==> config.mk <==
export PLATFORM = sky130hd
export DESIGN_NAME = fft_stage_sequencer
export DESIGN_NICKNAME = d
export VERILOG_FILES = /design/src/rtl/fft_stage_sequencer.sv
export SDC_FILE = /design/constraint.sdc
export NUM_CORES = 1
export LEC_CHECK = 0
export CAP_MARGIN = 5
export CORE_ASPECT_RATIO = 1.1
export CORE_MARGIN = 5
export CORE_UTILIZATION = 31
export CTS_BUF_LIST = sky130_fd_sc_hd__clkbuf_2 sky130_fd_sc_hd__clkbuf_4 sky130_fd_sc_hd__clkbuf_8
export DETAILED_ROUTE_END_ITERATION = 8
export DONT_BUFFER_PORTS = 1
export PLACE_DENSITY = 0.54
export SYNTH_ARGS = -nofsm -noshare
export SYNTH_HDL_FRONTEND = slang
export SYNTH_SLANG_ARGS = --single-unit
==> constraint.sdc <==
create_clock -name clk -period 4.3 [get_ports clk]
set_clock_uncertainty 0.2 [all_clocks]
set_input_delay 0.43 -clock clk [delete_from_list [all_inputs] [get_ports clk]]
set_output_delay 0.43 -clock clk [all_outputs]
set_load 0.01 [all_outputs]
==> src/rtl/fft_stage_sequencer.sv <==
// Address/twiddle sequencer for an in-place radix-2 DIF FFT: one butterfly pair per cycle,
// write-back delayed by PIPE_LAT, and a PIPE_LAT-cycle drain between stages.
module fft_stage_sequencer #(
   parameter int POINT    = 8,
   parameter int SET      = $clog2(POINT),
   parameter int PIPE_LAT = 7
) (
   input  logic                    clk,
   input  logic                    rst_n,
   input  logic                    start,
   output logic                    busy,
   output logic                    done,
   output logic [$clog2(SET)-1:0]  stage_idx,
   output logic                    rd_en,
   output logic [SET-1:0]          rd_addr_up,
   output logic [SET-1:0]          rd_addr_dn,
   output logic [SET-2:0]          tw_idx,
   output logic                    wr_en,
   output logic [SET-1:0]          wr_addr_up,
   output logic [SET-1:0]          wr_addr_dn
);

   localparam int SW   = $clog2(SET);
   localparam int JW   = SET - 1;
   localparam int HALF = POINT / 2;
   localparam int CW   = $clog2(PIPE_LAT) + 1;
   localparam int DW   = 2 * SET + 1;

   typedef enum logic [1:0] {IDLE, RUN, DRAIN, DONE} state_t;

   state_t                      state;
   logic [JW-1:0]               j;
   logic [CW-1:0]               dcnt;
   logic [PIPE_LAT-1:0][DW-1:0] dly;

   logic [SW-1:0]  nxt_s;
   logic [JW-1:0]  nxt_j;
   logic [SET-1:0] jx;
   logic [SET-1:0] mask;
   logic [SET-1:0] nxt_span;
   logic [SET-1:0] nxt_up;
   logic [SET-2:0] nxt_tw;
   logic           last_j;
   logic           last_d;
   logic           last_s;
   logic           issue;
   int             shamt;

   assign last_j = (j == JW'(HALF - 1));
   assign last_d = (dcnt == CW'(PIPE_LAT - 1));
   assign last_s = (stage_idx == SW'(SET - 1));

   // A pair is issued on the edge that enters (or stays in) RUN, so the
   // address of the pair visible next cycle is computed from next-cycle counters.
   always_comb begin
      nxt_s = stage_idx;
      nxt_j = j + JW'(1);
      if (state == IDLE) begin
         nxt_s = '0;
         nxt_j = '0;
      end else if (state == DRAIN) begin
         nxt_s = last_s ? stage_idx : stage_idx + SW'(1);
         nxt_j = '0;
      end
      shamt    = SET - 1 - int'(nxt_s);
      jx       = SET'(nxt_j);
      nxt_span = SET'(1) << shamt;
      mask     = nxt_span - SET'(1);
      nxt_up   = ((jx >> shamt) << (shamt + 1)) | (jx & mask);
      nxt_tw   = JW'((jx & mask) << nxt_s);
   end

   always_comb begin
      issue = 1'b0;
      case (state)
         IDLE:    issue = start;
         RUN:     issue = !last_j;
         DRAIN:   issue = last_d && !last_s;
         default: issue = 1'b0;
      endcase
   end

   always_ff @(posedge clk or negedge rst_n) begin
      if (!rst_n) begin
         state      <= IDLE;
         j          <= '0;
         stage_idx  <= '0;
         dcnt       <= '0;
         busy       <= 1'b0;
         done       <= 1'b0;
         rd_en      <= 1'b0;
         rd_addr_up <= '0;
         rd_addr_dn <= '0;
         tw_idx     <= '0;
         dly        <= '0;
      end else begin
         dly[0] <= {rd_en, rd_addr_up, rd_addr_dn};
         for (int i = 1; i < PIPE_LAT; i++) begin
            dly[i] <= dly[i-1];
         end

         rd_en      <= issue;
         rd_addr_up <= issue ? nxt_up : '0;
         rd_addr_dn <= issue ? (nxt_up | nxt_span) : '0;
         tw_idx     <= issue ? nxt_tw : '0;
         done       <= 1'b0;

         case (state)
            IDLE: begin
               if (start) begin
                  state     <= RUN;
                  stage_idx <= nxt_s;
                  j         <= nxt_j;
                  busy      <= 1'b1;
               end
            end
            RUN: begin
               if (last_j) begin
                  state <= DRAIN;
                  dcnt  <= '0;
               end else begin
                  j <= nxt_j;
               end
            end
            DRAIN: begin
               if (!last_d) begin
                  dcnt <= dcnt + CW'(1);
               end else if (last_s) begin
                  state <= DONE;
                  busy  <= 1'b0;
                  done  <= 1'b1;
               end else begin
                  state     <= RUN;
                  stage_idx <= nxt_s;
                  j         <= nxt_j;
               end
            end
            DONE: begin
               state     <= IDLE;
               stage_idx <= '0;
            end
            default: state <= IDLE;
         endcase
      end
   end

   // Idle slots carry zero addresses, so gated write addresses come for free.
   assign {wr_en, wr_addr_up, wr_addr_dn} = dly[PIPE_LAT-1];

endmodule

---- Yosys cells after proc, flatten, opt, wreduce, memory -nomap -nowiden ----
Cells that the tools add are included.
word-level totals
  register bits after elaboration ......... 70
  bits in latches ......................... 0
  RAM bits ................................ 0
  memory bits (read-only) ................. 0
  bits of input ports ..................... 3
  output and inout bits ................... 20
  logic and storage cells ................. 89
  memories ................................ 0
cells by class
  add/subtract/negate cells ............... 6
  multipliers ............................. 0
  divide/modulo/power cells ............... 0
  magnitude comparators ................... 0
  equality and inequality tests ........... 13
  shifts and indexed selects .............. 4
  mux-type cells .......................... 33
  bitwise operators ....................... 3
  reduce and logical (&&, ||, !) cells .... 13
operators by type and width
  kind                    number
  $mux W2                 17
  $shl A1 B32 Y3 const A  1
  $shl A3 B32 Y3          1
  $shr A2 B32 Y3          1
  $ne A2 B2 Y1 const B    7
  $pmux W2 S3             2
  $eq A2 B2 Y1 const B    4
  $mux W4                 2
  $pmux W2 S4             1
  $pmux W4 S2             1
  $reduce_and A4 Y1       2
  $mux W1                 6
  $mux W3                 2
  $or A3 B3 Y3            2
  $reduce_and A3 Y1       2
  $reduce_bool A3 Y1      2
  $reduce_and A5 Y1       1
  $add A2 B1 Y2 const B   2
  $add A3 B2 Y4 const B   1
  $add A4 B1 Y4 const B   1
  $eq A4 B3 Y1 const B    1
  $reduce_bool A2 Y1      2
  $and A2 B3 Y3           1
  $pmux W1 S3             1
  other kinds (8)         9

---- Logic depth before layout (Yosys ltp) ----
  depth after elaboration ................. 11
  gate-level depth with buffers ........... 9

---- Least setup slack after synthesis ----
No wires, ideal clock.
  kind .................................... register -> register
  from .................................... register stage_idx[0]
  to ...................................... register rd_addr_dn[2]
  library setup time ...................... 0.077 ns
  data arrival time ....................... 2.193 ns
  required time ........................... 4.023 ns
  slack ................................... 1.829 ns
  stages on the path, launching flop included .. 10
  buffers on the path ..................... 1
  period minus slack after synthesis ...... 2.471 ns
  cell sequence ........................... dfrtp_1 clkbuf_2 inv_1 ha_1 a22o_1 inv_1 ha_1 inv_1 or4_1 a21oi_1
on the way
  word-level cells in the longest chain between the ends .. 11
  elaborated cells on any way between the ends .. 18
RTL lines
  element                                                 RTL line  RTL
  start, declared                                         13        output logic [$clog2(SET)-1:0] stage_idx,
  start signal, assigned                                  112       stage_idx <= nxt_s;
  start signal, assigned                                  134       stage_idx <= nxt_s;
  branches (longest 10 deep; another with $add A3 B2 Y4)  -
  $mux W3 *                                               104       rd_addr_dn <= issue ? (nxt_up | nxt_span) : '0;
  end signal, assigned                                    104
  end, declared                                           16        output logic [SET-1:0] rd_addr_dn,
Every way passes the cells marked *.
A chain may end at the register's enable or synchronous reset.

---- Final worst setup path ----
Ends and elaborated chain as after synthesis.

==> metrics.csv <==
stage,metric,value,unit
sta,RSZ-0062 raised after global routing,no,
cells_and_area,Final Core Density,35.6,%
worst_setup_path,worst-path cell chain,"inv_1, ha_1, a22o_1, inv_1, ha_1, inv_1, or4_1, a21oi_1",
worst_setup_path,CP max-delay cell,dfrtp_1,
sta,setup TNS,0,ns
power,combinational share of power,15.7,%
logic_synthesis,#FFs+latches synth,70,
worst_setup_path,CP required,4.35,ns
worst_setup_path,crit end category,flop,
logic_synthesis,Post-Syn Nets,172,
clocking,clk buf depth,2,
worst_setup_path,Startpoint Class,flop,
worst_setup_path,crit path buf inv count,3,
power,cell leakage power,1.20,nW
logic_synthesis,Synth Warn #,0,
power,P_sw,550,uW
detailed_routing,1st-pass router iterations,4,
worst_setup_path,Crit Path Max Fanout,8,
global_route,total track usage,8.52,%
detailed_routing,via count,1156,
detailed_routing,Routed WL per cell,13.0,um
logic_synthesis,largest cells by area after synthesis,"dfrtp_1 (73%), ha_1 (4.7%), buf_4 (2.2%)",
detailed_routing,DRC Markers,0,
sta,Max Slew Vio Count,0,
die,die height,102,um
power,VDD IR max,233,uV
clocking,CTS Sinks,70,
detailed_routing,Via density,4.23,
die,FP Rows,33,
placement,Post-DP HPWL,2.27,mm
placement,gpl congestion,0.803,
die,Die X,93.8,um
global_route,largest net degree at the start of global routing,71,
placement,dpl cells,255,
detailed_routing,Antenna Nets Post-Route,0,
die,Top Ports,23,
power,sequential share of power,57.3,%
cells_and_area,Filler cells,714,
power,clock group share of total power,27.0,%
logic_synthesis,synth unique cells,35,
logic_synthesis,Main synth FF type,dfrtp_1,
sta,final hold vios,0,
cells_and_area,Register Area,1750,um^2
sta,Slew HR,60.0,%
sta,period utilization,61.9,%
power,Design Power,1.77,mW
sta,worst-margin pin slew,0.601,ns
detailed_routing,Post-Route WL,3.55,mm
worst_setup_path,Worst Path Arrival,2.71,ns
power,switching part of the total,31.1,%
die,Starting Density,32.0,%
logic_synthesis,Post-synth EDFFs,0,
logic_synthesis,Async SR Flop Fraction,100,%
outcome,outcome,finished clean,
global_route,antenna violations before repair,0,
sta,final setup fails,0,
cells_and_area,ANT cells,0,
clocking,H-tree depth,3,
logic_synthesis,post-synthesis sequential area ratio,73.2,%
logic_synthesis,most common cell in the netlist,dfrtp_1,
clocking,root buffer cell,clkbuf_8,
worst_setup_path,"Largest delay share family, worst path",adder cells,
clocking,# Post-CTS Setup Buffers,0,
clocking,"Clk pin slew, worst setup/hold paths",0.08,ns
sta,Max Freq,376,MHz
worst_hold_path,Worst Hold Class,reg -> reg,
logic_synthesis,top cell type's share of synthesized area,73.2,%
global_route,grt ovf,0,
global_route,number of global-route vias before repair,1203,
logic_synthesis,syn avg cell area,15.0,um^2
detailed_routing,DR iter-0 viols,35,
clocking,TritonCTS clock tree,built,
flow_run,Max Cap Violations,0,
clocking,worst skew pair latency,0.33,ns
sta,Tmin final,2.66,ns
cells_and_area,area of the multi-input gates,519,um^2
clocking,cts bufs inserted,9,
logic_synthesis,largest area contributor in the netlist,dfrtp_1,
die,die area,9580,um^2
logic_synthesis,Synth Instances,160,
logic_synthesis,Post-Syn Area,2390,um^2
cells_and_area,Final #Nets,175,
cells_and_area,layout cell share with drive strength beyond 1,13.1,%
cells_and_area,area growth from synthesis to layout,11.3,%
logic_synthesis,Post-synth top cells,"dfrtp_1 (70), inv_1 (11), ha_1 (9)",
placement,Port Buf Inserts,0,
global_route,first-pass GRT wire length,6.13,mm
power,Pwr Density,665,nW/um^2
die,Core Area,7470,um^2
worst_setup_path,CP dominant cell by count,inv_1,
worst_setup_path,Setup CP Type,reg -> reg,
cells_and_area,Final Non-Filler Cells,273,
power,Pint,1.22,mW
worst_setup_path,CP max stage delay,0.54,ns
-- timing repair --
action	in CTS	in global routing
endpoints found under the hold margin	70	0
resized for setup	0	0
hold buffers	2	0
-- state kept, by name, summed over array words and instances, names as in the netlist --
register and count:
dcnt 4, tw_idx 2, wr_addr_dn 3, rd_addr_dn 3, state 2, done 1, rd_en 1, stage_idx 2
j 2, rd_addr_up 3, wr_en 1, wr_addr_up 3, dly 42, busy 1
-- kinds of logic after synthesis --
group | count (synthesis) | share of synthesized area [%]
multiplexers | 4 | 1.73
flip-flops | 70 | 73.2
AND/OR/NAND/NOR | 33 | 8.26
AO/OA/AOI/OAI | 22 | 6.64
XOR/XNOR | 1 | 0.366
adder cells (fa/ha/maj) | 9 | 4.71
buffers and inverters | 21 | 5.07
-- power by group through the flow --
stage               clock network [mW]  logic (mW)  registers, mW
floorplan                            0       0.296          0.967
global placement                     0       0.263           1.03
detailed placement                   0       0.266           1.04
CTS                              0.504       0.285           1.02
global route                     0.528       0.324           1.05
finish                           0.478       0.279           1.02
-- final timing paths --
path	slack [ns]	depth (start not counted)	startpoint	to
worst min-delay path	0.14	0	dly[17]$_DFF_PN0_	dly[24]$_DFF_PN0_
min in group asynchronous	0.45	2	rst_n	dly[33]$_DFF_PN0_
worst max register to register	1.64	8	stage_idx[0]$_DFFE_PN0P_	rd_addr_dn[2]$_DFF_PN0_
max in group asynchronous	3.18	2	rst_n	dly[15]$_DFF_PN0_
worst max-delay path	1.64	8	stage_idx[0]$_DFFE_PN0P_	rd_addr_dn[2]$_DFF_PN0_
worst min register to register	0.14	0	dly[17]$_DFF_PN0_	dly[24]$_DFF_PN0_
-- per-stage QoR --
stage                     setup slack [ns]  cell area [um^2]  hold slack [ns]
after floorplan                       1.83              2390          -0.0656
after global placement                1.72              2440          -0.0628
after detailed placement              1.67              2440          -0.0626
after CTS                             1.64              2660            0.146
after global routing                  1.37              2660            0.148
final                                 1.64              2660            0.143
-- final cells by class --
cell class | instances | area share [%]
inverter | 11 | 1.55
clock buffer | 10 | 5.17
tap | 105 | 4.93
clock inverter | 6 | 1.69
timing repair buffer | 2 | 1.41
multi-input combinational | 69 | 19.5
sequential | 70 | 65.8
-- worst register-to-register path: cells and delay by family, from the launching register on --
| family | cells | cell delay (ns) |
|---|---|---|
| adders and majority gates | 2 | 0.65 |
| buffers and inverters | 3 | 0.28 |
| AOI/OAI and AO/OA | 2 | 0.40 |
| DFF | 1 | 0.54 |
| and+or+nand+nor | 1 | 0.52 |
-- routing by layer --
layer / share of wire, % / vias up / routed length, um / track usage, %
li1: - / 537 / - / -
met1: 40 / 572 / 1420 / 9.54
met2: 49 / 39 / 1750 / 12.5
met3: 9.0 / 8 / 318 / 5.60
met4: 1.6 / 0 / 57 / 4.22
met5: 0 / - / 0 / 0
-- cells in the final DEF (no fill, tap or decap), types with 2 or more instances in the layout --
cell type   Yosys  final
mux2i_1         3      3
clkinvlp_4      0      3
nand2b_1        3      3
nand2_1         8      8
clkbuf_8        0     10
o211ai_1        3      3
o21ai_0         5      5
nor2b_1         3      3
ha_1            9      9
dfrtp_1        70     70
a21oi_1         4      4
nand3_1         2      2
nor3_1          2      2
inv_1          11     11
nand3b_1        3      3
a22o_1          3      3
nor2_1          4      4
inv_6           0      2
(Power assumes the default switching activity.)
